### config.mk
export PLATFORM = sky130hd
export DESIGN_NAME = pwm_multi_generator
export DESIGN_NICKNAME = d
export VERILOG_FILES = /design/src/rtl/pwm_multi_generator.sv
export SDC_FILE = /design/constraint.sdc
export NUM_CORES = 1
export LEC_CHECK = 0
export CORE_MARGIN = 2
export CORE_UTILIZATION = 55
export CTS_CLUSTER_DIAMETER = 200
export DETAILED_ROUTE_END_ITERATION = 7
export HOLD_SLACK_MARGIN = 0.15
export PLACE_DENSITY = 0.78
export SYNTH_ARGS = -nofsm -noshare
export SYNTH_HDL_FRONTEND = slang
export SYNTH_SLANG_ARGS = --single-unit
export TNS_END_PERCENT = 5
### constraint.sdc
create_clock -name clk -period 3.85 [get_ports clk]
set_input_delay 0.385 -clock clk [delete_from_list [all_inputs] [get_ports clk]]
set_output_delay 0.385 -clock clk [all_outputs]
set_load 0.05 [all_outputs]
### src/rtl/pwm_multi_generator.sv
// Multi-channel PWM generator sharing one prescaled period counter.
// Edge/center-aligned counting, per-channel polarity, shadowed duty registers loaded at period boundaries.
module pwm_multi_generator #(
  parameter int CHANNELS = 4,
  parameter int WIDTH    = 8,
  parameter int PRESC_W  = 16
) (
  input  logic                      clk,
  input  logic                      rst,
  input  logic                      en,
  input  logic                      mode,
  input  logic [PRESC_W-1:0]        prescale,
  input  logic [CHANNELS*WIDTH-1:0] duty,
  input  logic [CHANNELS-1:0]       duty_wr,
  input  logic [CHANNELS-1:0]       polarity,
  output logic                      period_start,
  output logic [CHANNELS-1:0]       pwm_out
);

  typedef enum logic {
    DIR_UP   = 1'b0,
    DIR_DOWN = 1'b1
  } dir_t;

  localparam logic [WIDTH-1:0]   CNT_MAX    = '1;
  localparam logic [WIDTH-1:0]   CNT_ONE    = WIDTH'(1);
  localparam logic [PRESC_W-1:0] PRESC_ONE  = PRESC_W'(1);

  logic [PRESC_W-1:0] presc_cnt;
  logic [PRESC_W-1:0] active_presc;
  logic [WIDTH-1:0]   cnt;
  dir_t               dir;
  logic               active_mode;
  logic [WIDTH-1:0]   shadow      [CHANNELS];
  logic [WIDTH-1:0]   active_duty [CHANNELS];
  logic [WIDTH-1:0]   shadow_next [CHANNELS];
  logic [CHANNELS-1:0] raw;
  logic               tick;
  logic               boundary;

  // A same-cycle duty write bypasses the shadow so it is never lost at a boundary.
  always_comb begin
    for (int i = 0; i < CHANNELS; i++) begin
      shadow_next[i] = duty_wr[i] ? duty[i*WIDTH +: WIDTH] : shadow[i];
      raw[i]         = (cnt < active_duty[i]);
    end
  end

  assign tick     = (presc_cnt == active_presc);
  assign boundary = tick && (active_mode ? ((dir == DIR_DOWN) && (cnt == CNT_ONE))
                                         : (cnt == CNT_MAX));

  // Counter sits at 0 exactly once per period, on its first prescaler phase.
  assign period_start = rst & en & (cnt == '0) & (presc_cnt == '0);

  always_ff @(posedge clk or negedge rst) begin
    if (!rst) begin
      presc_cnt    <= '0;
      active_presc <= '0;
      cnt          <= '0;
      dir          <= DIR_UP;
      active_mode  <= 1'b0;
      pwm_out      <= '0;
      for (int i = 0; i < CHANNELS; i++) begin
        shadow[i]      <= '0;
        active_duty[i] <= '0;
      end
    end else begin
      for (int i = 0; i < CHANNELS; i++) begin
        shadow[i] <= shadow_next[i];
      end
      if (!en) begin
        presc_cnt    <= '0;
        cnt          <= '0;
        dir          <= DIR_UP;
        active_mode  <= mode;
        active_presc <= prescale;
        pwm_out      <= polarity;
        for (int i = 0; i < CHANNELS; i++) begin
          active_duty[i] <= shadow_next[i];
        end
      end else begin
        pwm_out <= raw ^ polarity;
        if (!tick) begin
          presc_cnt <= presc_cnt + PRESC_ONE;
        end else begin
          presc_cnt <= '0;
          // Mode, prescale and duties only change here, so a period is never cut short.
          if (boundary) begin
            cnt          <= '0;
            dir          <= DIR_UP;
            active_mode  <= mode;
            active_presc <= prescale;
            for (int i = 0; i < CHANNELS; i++) begin
              active_duty[i] <= shadow_next[i];
            end
          end else if (!active_mode) begin
            cnt <= cnt + CNT_ONE;
          end else if (dir == DIR_UP) begin
            if (cnt == CNT_MAX) begin
              cnt <= cnt - CNT_ONE;
              dir <= DIR_DOWN;
            end else begin
              cnt <= cnt + CNT_ONE;
            end
          end else begin
            cnt <= cnt - CNT_ONE;
          end
        end
      end
    end
  end

endmodule

=== After elaboration in Yosys (flattened, before gate mapping) ===
Index checks and enable logic that the tools add are counted.

* Add/sub/neg operators: 3
* $lt $le $gt $ge: 4
* Equal/unequal tests: 6
* Mux-type cells: 29
* Bitwise logic cells: 4
* Reduce and logical (&&, ||, !) cells: 6

{| class="wikitable"
|+ Operators with widths
! operator !! count
|-
| 32-bit 2-to-1 mux || 3
|-
| 16-bit 2-to-1 mux || 5
|-
| 8-bit 2-to-1 mux || 10
|-
| 8-bit < comparator || 4
|-
| 16-bit by 1-bit adder with 16-bit output, second input constant || 1
|-
| 16-bit == test || 1
|-
| 16-bit logical NOT || 1
|-
| 1-bit 2-to-1 mux || 10
|-
| 8-bit by 1-bit adder with 8-bit output, second input constant || 1
|-
| 8-bit by 1-bit == test with 1-bit output, second input constant || 1
|-
| 8-bit == test, second input constant || 1
|-
| 8-bit logical NOT || 1
|-
| 8-bit by 1-bit subtractor with 8-bit output, second input constant || 1
|-
| 4-bit 2-to-1 mux || 1
|-
| 2-bit by 1-bit inequality test with 1-bit output, second input constant || 2
|-
| 2-bit AND reduction || 2
|-
| 4-bit XOR || 1
|-
| 1-bit AND || 3
|-
| 3-bit by 1-bit inequality test with 1-bit output, second input constant || 1
|-
| 1-bit logical AND || 2
|}

* Bits in registers: 110
* Input bits: 60
* Word-level logic and storage cells: 66

=== Depth between registers and ports, before layout ===
Gate-level depths: netlist of the first run.

* Depth after elaboration: 7
* Mapped depth: 9
* Mapped depth without buffers: 7

=== Worst setup path before layout of the first run ===
OpenSTA, ideal clock, no wires.

* Path type: reg2reg
* Start point: register cnt[2]
* End point: register active_duty[0] (netlist name)
* Setup time: 0.127 ns
* Arrival: 2.106 ns
* Required time: 3.723 ns
* Slack: 1.616 ns
* Cell stages (with the launch flop): 10
* Path buffers: 4
* Path through: dfrtp_1 -> clkbuf_1 -> nor4_2 -> nand4_1 -> nand3_1 -> and2_1 -> buf_2 -> buf_6 -> buf_8 -> mux2_1

* Cells in the longest elaborated chain, start to end: 6

{| class="wikitable"
|+ RTL lines
! item !! RTL line !! text
|-
| from (decl) || 31 || <nowiki>logic [WIDTH-1:0] cnt;</nowiki>
|-
| from (signal assigned) || 98 || <nowiki>cnt <= cnt + CNT_ONE;</nowiki>
|-
| from (signal assigned) || 101 || <nowiki>cnt <= cnt - CNT_ONE;</nowiki>
|-
| from (signal assigned) || 104 || <nowiki>cnt <= cnt + CNT_ONE;</nowiki>
|-
| 8-bit by 1-bit == test with 1-bit output || 50 || <nowiki>assign boundary = tick && (active_mode ? ((dir == DIR_DOWN) && (cnt == CNT_ONE))</nowiki>
|-
| 1-bit logical AND || 50 ||
|-
| 1-bit 2-to-1 mux * || 50 ||
|-
| 1-bit logical AND * || 50 ||
|-
| 2-bit by 1-bit inequality test with 1-bit output (no source line) * || -- ||
|-
| 2-bit AND reduction (no source line) * || -- ||
|-
| to (signal, indexed assignment) || 80 || <nowiki>active_duty[i] <= shadow_next[i];</nowiki>
|-
| to (signal, indexed assignment) || 95 || <nowiki>active_duty[i] <= shadow_next[i];</nowiki>
|-
| to (decl) || 35 || <nowiki>logic [WIDTH-1:0] active_duty [CHANNELS];</nowiki>
|}

Every way passes the cells marked *; elsewhere a longest branch is shown, timed or not.
A chain may end at the register's enable or synchronous reset.

=== Worst setup path in the final report of the first run ===
* Start point: register cnt[1]
* End point: output port period_start

* Cells in the longest elaborated chain, start to end: 3

{| class="wikitable"
|+ RTL lines
! item !! RTL line !! text
|-
| 8-bit logical NOT || 54 || <nowiki>assign period_start = rst & en & (cnt == '0) & (presc_cnt == '0);</nowiki>
|-
| 1-bit AND (2 in series) || 54 ||
|-
| to (decl) || 16 || <nowiki>output logic period_start,</nowiki>
|}

Every way passes these cells.

==> results of run 1 <==
[critical path, cell delays in order, from the launching register on]
cell	delay, ns
dfrtp_1	0.52
inv_1	0.18
ha_1	0.16
nor4b_1	0.24
nand4_1	0.14
nor4_1	0.24
and3_1	0.22
clkdlybuf4s50_1	0.81
[state kept, by name, summed over array words and instances (netlist names)]
| name | cells |
|---|---|
| pwm_out | 4 |
| active_mode | 1 |
| shadow | 32 |
| active_duty | 32 |
| dir | 1 |
| active_presc | 16 |
| presc_cnt | 16 |
| cnt | 8 |
[cell families (layout without fill, tap and decap cells)]
group	Yosys count	count (layout)	synth area share
flops	110	110	0.486
xor+xnor	30	30	0.0464
simple gates	114	114	0.113
compound gates	51	51	0.0668
fa+ha+maj	34	34	0.0752
buf+inv	56	121	0.0429
mux	86	86	0.170
[per-stage QoR]
| stage | worst slack (ns) | hold slack [ns] | std cells | power [mW] |
|---|---|---|---|---|
| 2_1_floorplan | 1.62 | 0.0894 | 481 | 1.71 |
| 3_3_place_gp | 1.05 | 0.481 | 667 | 1.88 |
| 3_5_place_dp | 0.994 | 0.483 | 667 | 1.91 |
| 4_1_cts | 0.554 | 0.161 | 682 | 2.50 |
| 5_1_grt | 0.345 | 0.203 | 682 | 2.62 |
| 6_report | 0.589 | 0.145 | 682 | 2.47 |
[routing by layer]
metal / part of all wire / up-vias / global-route usage
met3: 0.045 / 13 / 0.0390
met2: 0.51 / 77 / 0.348
met1: 0.43 / 1837 / 0.268
met4: 0.013 / 0 / 0.0590
met5: 0 / - / 0
li1: - / 1808 / -
[Yosys cell counts (2+ instances only)]
library cell	instances	share of area
and3_1	8	0.0088
xor2_1	7	0.011
nor2_1	18	0.012
buf_2	2	0.0018
inv_1	37	0.025
and2_1	9	0.0099
mux2i_1	5	0.0088
a21o_1	8	0.011
nand2_1	11	0.0073
buf_4	3	0.0040
o21ai_0	11	0.0097
nand2b_1	8	0.0088
a211o_1	4	0.0062
mux2_1	10	0.020
nor3_1	14	0.012
o22ai_1	2	0.0022
nor4b_1	3	0.0046
a21oi_1	7	0.0062
dfrtp_1	110	0.49
a21boi_0	4	0.0053
or3b_2	4	0.0062
and4_1	2	0.0031
clkbuf_1	12	0.0080
nand4_1	9	0.0099
o21a_1	4	0.0053
mux2_2	71	0.14
a22o_1	2	0.0031
nor3b_1	2	0.0027
ha_1	34	0.075
nand3_1	19	0.017
a221oi_1	4	0.0062
nor4_1	2	0.0022
xnor2_1	23	0.036
[worst max path at each step]
stage	to	slack, ns	cells past startpoint	start
final	period_start	0.59	7	cnt[1]
after global routing	period_start	0.34	7	cnt[1]
after CTS	period_start	0.55	7	cnt[1]
after detailed placement	period_start	0.99	7	cnt[1]
after global placement	period_start	1.05	5	en
after floorplan	active_duty[0]	1.62	9	cnt[2]
[area by class of cell]
| cell class | instances | area, sq um |
|---|---|---|
| clock buffer | 11 | 131 |
| inverter | 37 | 139 |
| multi-input combinational | 315 | 2670 |
| timing repair buffer | 69 | 688 |
| clock inverter | 4 | 25.0 |
| fill | 775 | 3570 |
| sequential | 110 | 2750 |
| tap | 136 | 170 |
[power groups by stage]
stage	clock network [mW]	logic [mW]	registers, mW
after floorplan	0	0.327	1.39
final	0.596	0.504	1.37
after global placement	0	0.492	1.39
after detailed placement	0	0.509	1.40
after global routing	0.664	0.563	1.39
after CTS	0.617	0.512	1.38
==> key figures, run 1 <==
Floorplan
  • I/O pin count: 65
  • Die area: approximately 11000 sq um
  • Die height: roughly 110 microns
  • Core ar.: slightly above 10000 sq um
  • Starting Density: 0.558
  • Row Count: 37
  • Chip width: about 110 microns

Power and ir drop
  • PD cells: 376 nW/um^2
  • Int Power: between 1.5 and 2 mW
  • P_sw: between 600 and 700 uW
  • Sequential Power Share: 0.555
  • Gate power share: 0.204
  • Max VDD drop: approximately 0.19 mV
  • Clk pwr share: 0.241
  • Leak: a little under 3 nW
  • Sw Share: 0.274

Yosys
  • Post-Syn Area: 5660 sq um
  • Yosys cell types: 45
  • Syn Inst Count: ~480
  • Number of synthesized register bits: 110
  • Post-synthesis sequential area ratio: 0.486
  • Ys async rst share: 1.00
  • Number of synthesized flops with an enable pin: 0
  • Syn Nets: 575
  • Most used DFF post-synth: dfrtp_1
  • Ys Warns: 0
  • Syn Area/Cell: between 10 and 15 sq um

Clock tree
  • Clock sink count: 110
  • CTS tree: yes
  • CTS resizes: 0
  • Root Buffer: clkbuf_8
  • Setup Fix Bufs, Post-CTS: 0
  • Clk buf depth: 2
  • TritonCTS Buffers: 9
  • Hold-fix buffers, CTS: 0
  • Clk Latency, worst-skew pair: between 0.3 and 0.4 ns
  • Clock Pin Slew Worst Setup and Hold Paths: 0.09 ns
  • H-tree Lvls: 3

Job
  • Max-Cap Viols: 0

Critical path
  • Reg2reg path depth: 6
  • Crit start category: flop
  • Worst EP arrival: 2.88 ns
  • FF-to-FF Start: cnt[2]
  • Critical Path RT: 3.46 ns
  • Worst setup EP type: output pin
  • Crit-path max FO: 11
  • Critical path class: reg -> out
  • Worst r2r dst: active_duty[17]
  • Reg2reg setup slack: about 1.1 ns

Final layout
  • Share of cells above drive strength 1: 0.179
  • Commonest non-fill, non-tap cell in the layout: dfrtp_1
  • Syn-to-layout area delta: 16.1%
  • Design Area, Final: around 6600 sq um
  • Final #Nets: 636
  • Ant. Diodes: 0
  • Commonest non-fill, non-tap cells in the layout: dfrtp_1, mux2_2, clkdlybuf4s50_1, inv_1, ha_1
  • Core Util, Final: 0.648

Placement
  • Post-detail-place hpwl: about 8 mm
  • Post-DP Area: roughly 6400 sq um
  • RePlAce Congestion: between 0.8 and 0.9
  • Port bufs: 64

Detailed routing
  • DRT Pass-1 Iters: 4
  • DRC Markers: 0
  • WL per Instance: around 15 microns
  • Post-Route WL: 10.5 mm
  • DRT antenna net count: 0
  • Routed via count: ~3.7k
  • Starting DRC count in detailed routing: 129
  • Routed vias/inst: between 5 and 6

Timing
  • RSZ-0062 raised after global routing: no
  • Clock skew: ~0.011 ns
  • Max_slew headroom: 0.489
  • Period utilization: 0.847
  • Highest clock rate: around 0.3 GHz
  • Final min period: 3.26 ns
  • Final setup fails: 0
  • Slew Limit Fails: 0
  • Sum Neg Setup Slack: 0 ns
  • Least-Margin Pin Slew: about 0.77 ns
  • Final Hold Fails: 0

Global routing
  • Pin count of the biggest net entering global routing: 61
  • GRT overflow: 0
  • Global Route Usage Sum: 0.205
  • Vias in the first global route: about 3.8k
  • First-pass GRT wire length: 18.2 mm
  • Antenna violations before repair: 0

Worst hold path
  • Hold Crit Class: in -> async

Run status
  • Status: finished clean
Note: power is estimated with default switching activity, not from simulation.
==> run 2: changes to the inputs <==
- clock period: 3.85 -> 3.2 ns (I/O delays scaled with it)
==> run 2 against run 1 <==
Non-clock buffer count increased by 6. Critical path depth decreased by 2. Largest power group unchanged. First-iteration DRC count increased by 95%. Clock power increased by 40%. Worst setup slack got worse by 0.23 ns. Clock skew increased by 0.0046 ns. Global-route usage increased by 0.78 points. Sequential share of layout area decreased by 0.46 points.
==> key figures, run 2 (same netlist as run 1, synthesis figures left out) <==
Final layout
  • Fill cells: 767 (-1.0%)
  • Non-filler cells, final: 689 (+1.0%)
  • Commonest non-fill, non-tap cell in the layout: dfrtp_1
  • Syn-to-layout area delta: 17.4%
  • Biggest regs: active_duty (32), shadow (32)
  • Commonest non-fill, non-tap cells in the layout: dfrtp_1, mux2_2, clkdlybuf4s50_1, inv_1, ha_1
  • Core Util, Final: 0.655 (+0.00716)
  • Ant. Diodes: 0 (unchanged)
  • Share of cells above drive strength 1: 0.192 (+0.0122)
  • Final #Nets: 642 (+0.94%)

Detailed routing
  • Starting DRC count in detailed routing: 252 (+95%)
  • Routed via count: 3795 (+1.6%)
  • DRC Markers: 0 (unchanged)
  • WL per Instance: 15.9 microns (+3.0%)
  • DRT antenna net count: 0 (unchanged)
  • Post-Route WL: 10.9 mm (+4.0%)
  • Routed vias/inst: 5.51 (+0.57%)
  • DRT Pass-1 Iters: 4 (unchanged)

Clock tree
  • TritonCTS Buffers: 9 (unchanged)
  • Clock sink count: 110 (unchanged)
  • CTS resizes: 0 (unchanged)
  • Clk buf depth: 2 (unchanged)
  • CTS tree: yes
  • Root Buffer: clkbuf_8
  • Clock Pin Slew Worst Setup and Hold Paths: 0.10 ns (about the same)
  • H-tree Lvls: 3 (unchanged)
  • Clk Latency, worst-skew pair: 0.39 ns (+0.02 ns)

Timing
  • Period utilization: 0.887
  • Least-Margin Pin Slew: 1.17 ns (+0.406 ns)
  • Max_slew headroom: 0.218 (-0.271)
  • Highest clock rate: around 0.35 GHz
  • Clock skew: 0.0157 ns (+0.00457 ns)
  • RSZ-0062 raised after global routing: no
  • Slew Limit Fails: 0 (unchanged)
  • Sum Neg Setup Slack: 0 ns (unchanged)
  • Final setup fails: 0 (unchanged)
  • Final worst slack: 0.362 ns (-0.227 ns)
  • Final Hold Fails: 0 (unchanged)
  • Final min period: about 2.8 ns

Global routing
  • Global Route Usage Sum: 0.213 (+0.00777)
  • Pin count of the biggest net entering global routing: 67 (+9.8%)
  • GRT overflow: 0 (unchanged)
  • First-pass GRT wire length: 18.7 mm (+2.6%)
  • Antenna violations before repair: 0 (unchanged)
  • Vias in the first global route: 3977 (+3.8%)

Run status
  • Status: finished clean

Placement
  • RePlAce Congestion: 0.859 (+3.6%)
  • Post-detail-place hpwl: 8.08 mm (+3.0%)
  • Placed Cells: 672 (+0.75%)
  • Setup Slack @ Placement: 0.381 ns (-0.613 ns)
  • Port bufs: 64 (unchanged)

Floorplan
  • Core ar.: 10100 sq um (unchanged)
  • Starting Density: 0.558 (unchanged)
  • Row Count: 37 (unchanged)
  • Die area: 11100 sq um (unchanged)
  • Chip width: 105 microns (unchanged)
  • I/O pin count: 65 (unchanged)
  • Die height: 105 microns (unchanged)

Power and ir drop
  • Max VDD drop: 0.270 mV (+39%)
  • Leak: 3.03 nW (+1.7%)
  • PD cells: 467 nW/um^2 (+24%)
  • Pwr Total: 3.11 mW (+26%)

Critical path
  • Crit start category: flop
  • Crit-path max FO: 49 (+38)
  • Reg2reg path depth: 5 (-1)
  • Critical path class: reg -> reg
  • Worst EP arrival: 3.10 ns (+0.22 ns)
  • Critical Path RT: 3.47 ns (about the same)
  • Worst setup EP type: flop

Worst hold path
  • Worst Hold Depth: 1
  • Hold Crit Class: reg -> reg

Job
  • Max-Cap Viols: 0 (unchanged)
-- run 2: cell type report --
class | count | area [sq um] | share of cell area
clock inverter | 6 | 68.8 | 0.0104
multi-input combinational | 315 | 2670 | 0.401
timing repair buffer | 75 | 721 | 0.108
sequential | 110 | 2750 | 0.414
clock buffer | 10 | 128 | 0.0192
tap | 136 | 170 | 0.0256
inverter | 37 | 139 | 0.0209
-- run 2: worst paths after layout --
path / startpoint / endpoint / slack, ns
max in group asynchronous: rst / shadow[30] / 1.97
worst min register to register: shadow[27] / shadow[27] / 0.50
worst min-delay path: shadow[27] / shadow[27] / 0.50
worst max-delay path: cnt[4] / active_duty[29] / 0.36
worst max register to register: cnt[4] / active_duty[29] / 0.36
min in group asynchronous: rst / pwm_out[1] / 0.59
-- run 2: timing repair --
action	CTS	global route
endpoints found under the hold margin	44	0
buffers inserted	0	0
hold buffers	1	0
setup endpoints to repair	0	0
-- run 2: power breakdown --
| group | internal (mW) | total (mW) | switching (mW) |
|---|---|---|---|
| logic | 0.336 | 0.628 | 0.292 |
| clock network | 0.368 | 0.837 | 0.470 |
| registers | 1.55 | 1.64 | 0.0877 |
-- run 2: stage by stage --
stage,hold slack [ns],cell area (sq um)
floorplan,0.0244,5660
global placement,0.475,6440
detailed placement,0.484,6440
CTS,0.506,6650
global route,0.521,6650
finish,0.503,6650
-- run 2: metal layers --
layer / wire (microns) / vias up / GRT usage
li1: - / 1828 / -
met1: 4670 / 1873 / 0.259
met2: 5610 / 80 / 0.373
met3: 489 / 14 / 0.0334
met4: 171 / 0 / 0.0943
met5: 0 / - / 0
-- run 2: worst max-delay path, stage by stage (launching register included) --
cell	delay, ns
dfrtp_1	0.48
nor4_2	0.43
nand4_1	0.17
nand3_1	0.22
and2_2	0.95
mux2_2	0.42
